## config.mk

```make
export PLATFORM = sky130hd
export DESIGN_NAME = fft_frame_ctrl
export DESIGN_NICKNAME = d
export VERILOG_FILES = /design/src/rtl/fft_pkg.sv /design/src/rtl/fft_handshake_rx.sv /design/src/rtl/fft_frame_ctrl.sv
export SDC_FILE = /design/constraint.sdc
export NUM_CORES = 1
export LEC_CHECK = 0
export ABC_AREA = 1
export BUFFER_PORTS_ARGS = -buffer_cell sky130_fd_sc_hd__buf_2
export CAP_MARGIN = 5
export CORE_ASPECT_RATIO = 1.75
export CORE_MARGIN = 10
export CORE_UTILIZATION = 53
export DETAILED_ROUTE_END_ITERATION = 10
export PLACE_DENSITY = 0.83
export SYNTH_ARGS = -nofsm -noshare
export SYNTH_HDL_FRONTEND = slang
export SYNTH_SLANG_ARGS = --single-unit
```

## constraint.sdc

```tcl
create_clock -name clk -period 2.7 [get_ports clk]
set_input_delay 0.54 -clock clk [delete_from_list [all_inputs] [get_ports clk]]
set_output_delay 0.54 -clock clk [all_outputs]
set_load 0.005 [all_outputs]
```

## src/rtl/fft_pkg.sv

```systemverilog
// Shared definitions for the FFT frame controller.
//   fft_state_e : controller FSM state encoding
//   MAX_AW      : widest supported address (1024 points)
//   bitrev()    : reverses the low w bits of v into the low w bits of the result
package fft_pkg;

  localparam int MAX_AW = 10;

  typedef enum logic [1:0] {
    ST_IDLE      = 2'd0,
    ST_CAPTURE   = 2'd1,
    ST_START     = 2'd2,
    ST_WAIT_DONE = 2'd3
  } fft_state_e;

  function automatic logic [MAX_AW-1:0] bitrev(input logic [MAX_AW-1:0] v, input int w);
    logic [MAX_AW-1:0] r;
    r = '0;
    for (int i = 0; i < MAX_AW; i++) begin
      if (i < w) r[i] = v[w-1-i];
    end
    return r;
  endfunction

endpackage

```

## src/rtl/fft_handshake_rx.sv

```systemverilog
// Four-phase handshake receiver.
//   clk, rst    : clock, synchronous active-high reset
//   capture_en  : controller is in CAPTURE and may take samples
//   req_i       : source request
//   data_i      : source sample, valid while req_i is high
//   accept      : combinational, a sample is taken on this edge
//   ans_o       : one-cycle acknowledge, the cycle after accept
//   wr_data     : captured sample, valid while ans_o is high
module fft_handshake_rx #(
  parameter int DW = 16
) (
  input  logic          clk,
  input  logic          rst,
  input  logic          capture_en,
  input  logic          req_i,
  input  logic [DW-1:0] data_i,
  output logic          accept,
  output logic          ans_o,
  output logic [DW-1:0] wr_data
);

  logic          armed;
  logic          ans_p1;
  logic [DW-1:0] data_p1;

  // armed only re-sets once req_i has been seen low, so one request
  // held high across many cycles yields exactly one accept
  assign accept = capture_en & req_i & armed & ~ans_p1;

  // stage p0 -> p1: acknowledge and captured sample
  always_ff @(posedge clk) begin
    if (rst) begin
      armed   <= 1'b0;
      ans_p1  <= 1'b0;
      data_p1 <= '0;
    end else begin
      ans_p1 <= accept;
      if (accept) begin
        armed   <= 1'b0;
        data_p1 <= data_i;
      end else if (!req_i) begin
        armed <= 1'b1;
      end
    end
  end

  assign ans_o   = ans_p1;
  assign wr_data = data_p1;

endmodule

```

## src/rtl/fft_frame_ctrl.sv

```systemverilog
// FFT frame capture controller.
// Collects N_POINTS samples from a four-phase source into an external
// frame buffer (optionally in bit-reversed order), starts the FFT core,
// waits for completion and counts finished frames.
//   clk, rst          : clock, synchronous active-high reset
//   enable            : run request, frames captured back to back while high
//   req_i, data_i     : source request and sample
//   ans_o             : one-cycle acknowledge to source
//   wr_en/addr/data   : frame-buffer write port
//   fft_ready         : FFT core idle
//   fft_start         : one-cycle FFT start
//   fft_done          : one-cycle FFT completion
//   busy              : controller not idle
//   frame_cnt         : completed frames, wraps at 256
module fft_frame_ctrl
  import fft_pkg::*;
#(
  parameter int N_POINTS = 64,
  parameter int DW       = 16,
  parameter int BITREV   = 1,
  localparam int AW      = $clog2(N_POINTS)
) (
  input  logic          clk,
  input  logic          rst,
  input  logic          enable,
  input  logic          req_i,
  input  logic [DW-1:0] data_i,
  output logic          ans_o,
  output logic          wr_en,
  output logic [AW-1:0] wr_addr,
  output logic [DW-1:0] wr_data,
  input  logic          fft_ready,
  output logic          fft_start,
  input  logic          fft_done,
  output logic          busy,
  output logic [7:0]    frame_cnt
);

  fft_state_e    state, state_nxt;
  logic [AW-1:0] cnt;
  logic [AW-1:0] addr_p0;
  logic [AW-1:0] addr_p1;
  logic          accept_p0;
  logic          last_p0;
  logic [7:0]    frame_cnt_q;

  fft_handshake_rx #(.DW(DW)) u_rx (
    .clk        (clk),
    .rst        (rst),
    .capture_en (state == ST_CAPTURE),
    .req_i      (req_i),
    .data_i     (data_i),
    .accept     (accept_p0),
    .ans_o      (ans_o),
    .wr_data    (wr_data)
  );

  assign last_p0 = accept_p0 && (cnt == AW'(N_POINTS - 1));

  always_comb begin
    addr_p0 = cnt;
    if (BITREV != 0) addr_p0 = AW'(bitrev(MAX_AW'(cnt), AW));
  end

  always_comb begin
    state_nxt = state;
    fft_start = 1'b0;
    case (state)
      ST_IDLE:      if (enable) state_nxt = ST_CAPTURE;
      // enable is deliberately ignored here: a started frame always completes
      ST_CAPTURE:   if (last_p0) state_nxt = ST_START;
      ST_START: begin
        if (fft_ready) begin
          fft_start = ~rst;
          state_nxt = ST_WAIT_DONE;
        end
      end
      ST_WAIT_DONE: if (fft_done) state_nxt = enable ? ST_CAPTURE : ST_IDLE;
      default:      state_nxt = ST_IDLE;
    endcase
  end

  // stage p0 -> p1: control state and write address
  always_ff @(posedge clk) begin
    if (rst) begin
      state       <= ST_IDLE;
      cnt         <= '0;
      addr_p1     <= '0;
      frame_cnt_q <= '0;
    end else begin
      state <= state_nxt;
      if (state == ST_IDLE) cnt <= '0;
      else if (accept_p0)   cnt <= cnt + AW'(1);
      if (accept_p0) addr_p1 <= addr_p0;
      if (state == ST_WAIT_DONE && fft_done) frame_cnt_q <= frame_cnt_q + 8'd1;
    end
  end

  assign wr_en     = ans_o;
  assign wr_addr   = addr_p1;
  assign busy      = (state != ST_IDLE);
  assign frame_cnt = frame_cnt_q;

endmodule

```

==> impl_results.md, run 1 <==
- CP Cell Sequence: inv_1 > ha_1 > nand2_1 > nor2_1 > buf_2
- Hpwl dp: 3.157 mm
- Outcome: finished, final reports clean
- NumNets Final: 317
- DRC: 0
- CP max-delay cell: dfxtp_1
- Synth async-reset ratio: 0%
- Hold buffers post-CTS: 0
- Root buffer cell: clkbuf_8
- Final worst path period share: 67.14%
- Worst path depth: 5
- Crit path DAT: 1.27 ns
- F_max: 551.6 MHz
- Placed instance area: 2002 µm²
- Worst-case clock buffer depth: 2
- Initial DRC Count: 63
- Initial Util: 54.44%
- Count leader, synth: nand2_1
- DRT Pass-1 Iters: 4
- Post-synth top cells: 71 x nand2_1, 40 x dfxtp_1, 28 x nand3_1
- Setup_tns: 0 ns
- Synth warnings: 0
- Horiz. Die Dim: 62.94 µm
- Routed Antenna Nets: 0
- Synth Register Bits: 40
- All-Layer GR Usage: 14.11%
- Grt ovf: 0
- Met3 usage: 6.338%
- RD Place Congestion: 0.8421
- Max_cap viols: 0
- Pleak: 1.041 nW
- Netlist cell types: 24
- First-pass GRT wire length: 6.969 mm
- Startpoint types: register
- Peak VDD IR: 0.5107 mV
- I/O Pins: 56
- Grt peak-use layer: met2
- Multi-input gate area: 768.2 µm²
- CP endpoint kind: output pin
- Met1 GRT Util: 12.54%
- Core area: 3142 µm²
- Via count: 1631
- Post-synth EDFFs: 0
- FF+latch area: 800.8 µm²
- Post-Synthesis Cells: 232
- Number of global-route vias before repair: 1685
- Min-Delay Path Class: in2reg
- Routing usage on met2: 26.96%
- Initial antenna violation count: 0
- Area of the die: 5989 µm²
- Fraction of layout cells with a size suffix above 1: 25.00%
- Worst r2r dst: u_rx.wr_data[11]$_SDFFE_PP0P_
- Top Family by Delay on Critical Path: flip-flops
- Final Core Density: 66.19%
- Via-to-Cell Ratio: 4.927
- WP data required: 2.16 ns
- Final Hold Fails: 0
- Unrepaired setup endpoints after global routing: false
- Top FF cell, synth: dfxtp_1
- Port Buffer Count: 55
- Die H: 95.15 µm
- Filler cells: 310
- Slew @ Worst Pin: 0.4170 ns
- Kind of critical path: reg2out
- CTS sink count: 40
- Slowest stage delay, CP: 0.42 ns
- Reg2reg path depth: 8
- Synthesized cell area: 1710 µm²
- Cts bufs inserted: 5
- Share of the synthesized area in the top cell type: 46.82%
- Register-to-register setup slack: 1.08 ns
- CTS tree: yes
- CTS-repair resized insts: 0
- Std-Cell Rows: 27
- Diodes inserted: 0
- Final setup fails: 0
- Final wirelength: 4.112 mm
- Worst setup path end: fft_start
- Worst-case clock skew: 0.006389 ns
- Pwr Density: 605.4 nW/µm²
- Crit path max fanout: 6
- Minimum clock period: 1.813 ns
- CTS HTree Levels: 2
- Reg2reg start: state[1]$_SDFFE_PP0P_
- Area Overhead vs Synth: 21.58%
- Max Slew Vio Count: 0
- Register area share after synthesis: 46.82%
- Most area-consuming cells after synthesis: dfxtp_1 47%, nand2_1 16%, nand3_1 8.2%, ha_1 5.1%, nor2_1 4.6%
- Maximum number of pins on one net before global-route repair: 26
- Avg Inst Size Synth: 7.372 µm²
- Later-pin clock latency in the skew report: 0.29 ns
- Worst-path clk slew: 0.07 ns
- Routed WL per cell: 12.42 µm
- Yosys top cell by area: dfxtp_1
- Design area: 2079 µm²
- Slew margin rel.: 72.17%
- Syn nets: 261
- Critical path buffer and inverter count: 2
- Crit. Startpoint: state[0]$_SDFFE_PP0P_
- # Post-CTS Setup Buffers: 0
==> placed cells by master, fill, tap and decap left out, types with 2 or more instances in the layout <==
| cell type | n |
|---|---|
| inv_2 | 2 |
| inv_1 | 20 |
| buf_2 | 55 |
| a21oi_1 | 11 |
| clkbuf_8 | 5 |
| nand3_1 | 28 |
| o21ai_0 | 10 |
| dfxtp_1 | 40 |
| nor2_2 | 2 |
| nand2_2 | 3 |
| nand2_1 | 71 |
| buf_4 | 2 |
| ha_1 | 7 |
| nor2_1 | 21 |
| nand4_1 | 2 |
==> layout make-up <==
| class | count | share of cell area [%] |
|---|---|---|
| tap | 43 | 2.587 |
| inverter | 23 | 4.272 |
| timing repair buffer | 57 | 13.96 |
| sequential | 40 | 38.51 |
| clock buffer | 6 | 3.490 |
| multi-input combinational | 161 | 36.94 |
| clock inverter | 1 | 0.2407 |
==> state kept, by name, indices dropped and copies added (netlist names) <==
| signal | cells |
|---|---|
| u_rx.ans_o | 1 |
| u_rx.armed | 1 |
| state | 2 |
| u_rx.wr_data | 16 |
| frame_cnt | 8 |
| cnt | 6 |
| wr_addr | 6 |
==> how the worst min path moves through the flow <==
stage                                      start                       endpoint  slack, ns  cells past startpoint
finish                                 data_i[8]   u_rx.wr_data[8]$_SDFFE_PP0P_       0.43                      3
global route                          data_i[14]  u_rx.wr_data[14]$_SDFFE_PP0P_       0.44                      3
CTS                                    data_i[8]   u_rx.wr_data[8]$_SDFFE_PP0P_       0.43                      3
detailed placement  u_rx.wr_data[2]$_SDFFE_PP0P_   u_rx.wr_data[2]$_SDFFE_PP0P_       0.46                      2
global placement    u_rx.wr_data[2]$_SDFFE_PP0P_   u_rx.wr_data[2]$_SDFFE_PP0P_       0.46                      2
floorplan                    cnt[5]$_SDFFE_PP0P_            cnt[5]$_SDFFE_PP0P_       0.44                      2
==> worst min-delay path, delay by kind of cell <==
family | cells | cell delay, ns
buffers and inverters | 1 | 0.07
and+or+nand+nor | 2 | 0.08
==> metal layers <==
layer / wire [µm] / vias up / part of all wire, %
met4: 72 / 0 / 1.8
li1: - / 842 / -
met1: 1556 / 738 / 38
met3: 281 / 7 / 6.8
met5: 0 / - / 0
met2: 2201 / 44 / 54
==> power breakdown <==
part	internal, mW	leakage (nW)	switching (mW)
Combinational	0.0998	0.677	0.145
Clock	0.176	0.0410	0.193
Sequential	0.620	0.323	0.0251
==> logic make-up after synthesis <==
| kind of cell | count (synthesis) | share of synthesized area [%] |
|---|---|---|
| AND/OR/NAND/NOR | 130 | 32.26 |
| XOR/XNOR | 1 | 0.5122 |
| buffers and inverters | 31 | 8.266 |
| flip-flops | 40 | 46.82 |
| AO/OA/AOI/OAI | 23 | 7.023 |
| adder cells (fa/ha/maj) | 7 | 5.120 |
==> metrics by stage <==
stage / total power [mW] / setup WS [ns] / std cells / hold WS [ns]
5_1_grt: 1.331 / 0.8109 / 331 / 0.4372
3_3_place_gp: 0.8947 / 1.133 / 324 / 0.4552
3_5_place_dp: 0.9032 / 1.065 / 324 / 0.4600
4_1_cts: 1.274 / 0.8816 / 331 / 0.4292
6_report: 1.259 / 0.8872 / 331 / 0.4330
2_1_floorplan: 0.8245 / 1.371 / 232 / 0.4386
No activity file was read; power rests on OpenSTA's default activity.
==> run 2: changes to the inputs <==
--- a/config.mk
+++ b/config.mk
@@ -10,9 +10,9 @@
 export CAP_MARGIN = 5
 export CORE_ASPECT_RATIO = 1.75
 export CORE_MARGIN = 10
-export CORE_UTILIZATION = 53
+export CORE_UTILIZATION = 45
 export DETAILED_ROUTE_END_ITERATION = 10
-export PLACE_DENSITY = 0.83
+export PLACE_DENSITY = 0.75
 export SYNTH_ARGS = -nofsm -noshare
 export SYNTH_HDL_FRONTEND = slang
 export SYNTH_SLANG_ARGS = --single-unit
==> constraint.sdc (replaced) <==
create_clock -name clk -period 1.6 [get_ports clk]
set_input_delay 0.32 -clock clk [delete_from_list [all_inputs] [get_ports clk]]
set_output_delay 0.32 -clock clk [all_outputs]
set_load 0.005 [all_outputs]
==> run 2 against run 1 <==
Compared with the run above:
- critical path depth stayed put
- register-to-register slack got worse by 0.89 ns
- clock skew hardly changed
- combinational power grew 83%
- die area increased by 13%
- core utilization fell by 7.2 points
- total power grew 88%
- count of clock-buffer cells in the layout shrank 1
- sequential share of layout area decreased by 1.4 points
- clock power up 120%
- global-route usage fell by 0.93 points
- largest cell class unchanged
- highest routed layer unchanged
==> impl_results.md, run 2 (synthesis results as in run 1) <==
- Via count: 1642
- Final setup fails: 0
- Min-Delay Path Class: in2reg
- Met1 GRT Util: 12.61%
- Crit path max fanout: 6
- Hpwl dp: 3.325 mm
- Design Power: 2.363 mW
- Final worst path period share: 96.47%
- Maximum number of pins on one net before global-route repair: 21
- Minimum clock period: 1.544 ns
- CTS sink count: 40
- Peak VDD IR: 0.7898 mV
- CTS HTree Levels: 2
- Pwr Density: 1093 nW/µm²
- Fraction of layout cells with a size suffix above 1: 26.96%
- Most common cell after layout, fill and taps aside: nand2_1
- Commonest non-fill, non-tap cells in the layout: 71 x nand2_1, 55 x buf_2, 39 x dfxtp_1
- Number of global-route vias before repair: 1708
- NumNets Final: 321
- Routed Antenna Nets: 0
- Grt peak-use layer: met2
- Worst-case clock buffer depth: 2
- Root buffer cell: clkbuf_8
- Worst-path clk slew: 0.08 ns
- Hold buffers post-CTS: 0
- First-pass GRT wire length: 7.169 mm
- I/O Pins: 56
- Kind of critical path: reg2out
- Setup_tns: 0 ns
- Initial Util: 46.67%
- Cts bufs inserted: 5
- Startpoint types: register
- WP data required: 1.28 ns
- Diodes inserted: 0
- Core area: 3665 µm²
- Routing usage on met2: 22.80%
- Pleak: 1.090 nW
- Final Hold Fails: 0
- FF+latch area: 802.0 µm²
- Later-pin clock latency in the skew report: 0.30 ns
- CP max-delay cell: dfxtp_2
- Worst setup path end: fft_start
- Port Buffer Count: 55
- Initial DRC Count: 84
- CTS tree: yes
- Max Slew Vio Count: 0
- Die H: 101.6 µm
- Crit. Startpoint: state[0]$_SDFFE_PP0P_
- All-Layer GR Usage: 13.18%
- Reg2reg start: state[1]$_SDFFE_PP0P_
- Routed WL per cell: 12.65 µm
- Final wirelength: 4.290 mm
- Grt ovf: 0
- Multi-input gate area: 779.5 µm²
- Met3 usage: 6.188%
- Initial antenna violation count: 0
- Std-Cell Rows: 29
- Unrepaired setup endpoints after global routing: false
- Max_cap viols: 0
- Hold path cells: 3
- CP Cell Sequence: inv_1 > ha_1 > nand2_1 > nor2_1 > buf_2
- F_max: 647.8 MHz
- Number of flip-flops in the largest register: 16
- Outcome: finished, final reports clean
- Area of the die: 6764 µm²
- Register-to-register setup slack: 0.19 ns
- DRC: 0
- Slowest stage delay, CP: 0.38 ns
- Slew @ Worst Pin: 0.2281 ns
- Filler cells: 355
- Area Overhead vs Synth: 26.41%
- Crit path DAT: 1.22 ns
- Worst r2r dst: state[1]$_SDFFE_PP0P_
- Via-to-Cell Ratio: 4.844
- RD Place Congestion: 0.7727
- CP endpoint kind: output pin
- Worst-case clock skew: 0.006025 ns
- DRT Pass-1 Iters: 4
- Reg2reg path depth: 9
- Slew margin rel.: 84.74%
- Horiz. Die Dim: 66.61 µm
run 2: layout make-up:
class	count	area share [%]
Sequential cell	40	37.09
Tap cell	46	2.662
Clock inverter	3	1.968
Clock buffer	5	3.183
Inverter	23	4.225
Timing Repair Buffer	61	14.81
Multi-Input combinational cell	161	36.05
run 2: critical path: cells and delay by family, from the launching register on:
family	cells	cell delay, ns
adder cells (fa/ha/maj)	1	0.23
AND/OR/NAND/NOR	2	0.11
flip-flops	1	0.38
buffers and inverters	2	0.22
run 2: power by group:
| group | total [mW] | internal (mW) | switching (mW) |
|---|---|---|---|
| Clock | 0.822 | 0.461 | 0.361 |
| Combinational | 0.449 | 0.187 | 0.263 |
| Sequential | 1.09 | 1.05 | 0.0443 |
run 2: worst min-delay path by stage:
stage / start / end / slack, ns
final: data_i[1] / u_rx.wr_data[1]$_SDFFE_PP0P_ / 0.21
after global routing: data_i[3] / u_rx.wr_data[3]$_SDFFE_PP0P_ / 0.22
after CTS: data_i[1] / u_rx.wr_data[1]$_SDFFE_PP0P_ / 0.21
after detailed placement: u_rx.wr_data[1]$_SDFFE_PP0P_ / u_rx.wr_data[1]$_SDFFE_PP0P_ / 0.46
after global placement: u_rx.wr_data[8]$_SDFFE_PP0P_ / u_rx.wr_data[8]$_SDFFE_PP0P_ / 0.46
after floorplan: rst / frame_cnt[7]$_SDFFE_PP0P_ / 0.39
run 2: metrics by stage:
step	utilization, %	std cells	hold slack [ns]	cell area (µm²)	setup WS [ns]
floorplan	-	232	0.3891	1710	0.2714
global placement	55.34	330	0.4551	2028	0.1432
detailed placement	55.34	330	0.4581	2028	0.09595
CTS	58.42	338	0.2051	2141	0.05186
global route	59.00	339	0.2175	2162	0.0008874
finish	59.00	339	0.2057	2162	0.05642
run 2: what timing repair did:
item                                    CTS  global route
endpoints found under the setup margin    1            25
hold endpoints to repair                  0             0
gates resized for setup                   1             3
buffers inserted                          0             1
pin swaps                                 0             1
run 2: metal layers:
| metal | up-vias | share of wire [%] | wire, µm |
|---|---|---|---|
| li1 | 854 | - | - |
| met1 | 730 | 39 | 1654 |
| met2 | 51 | 49 | 2119 |
| met3 | 7 | 10 | 432 |
| met4 | 0 | 1.9 | 83 |
| met5 | - | 0 | 0 |
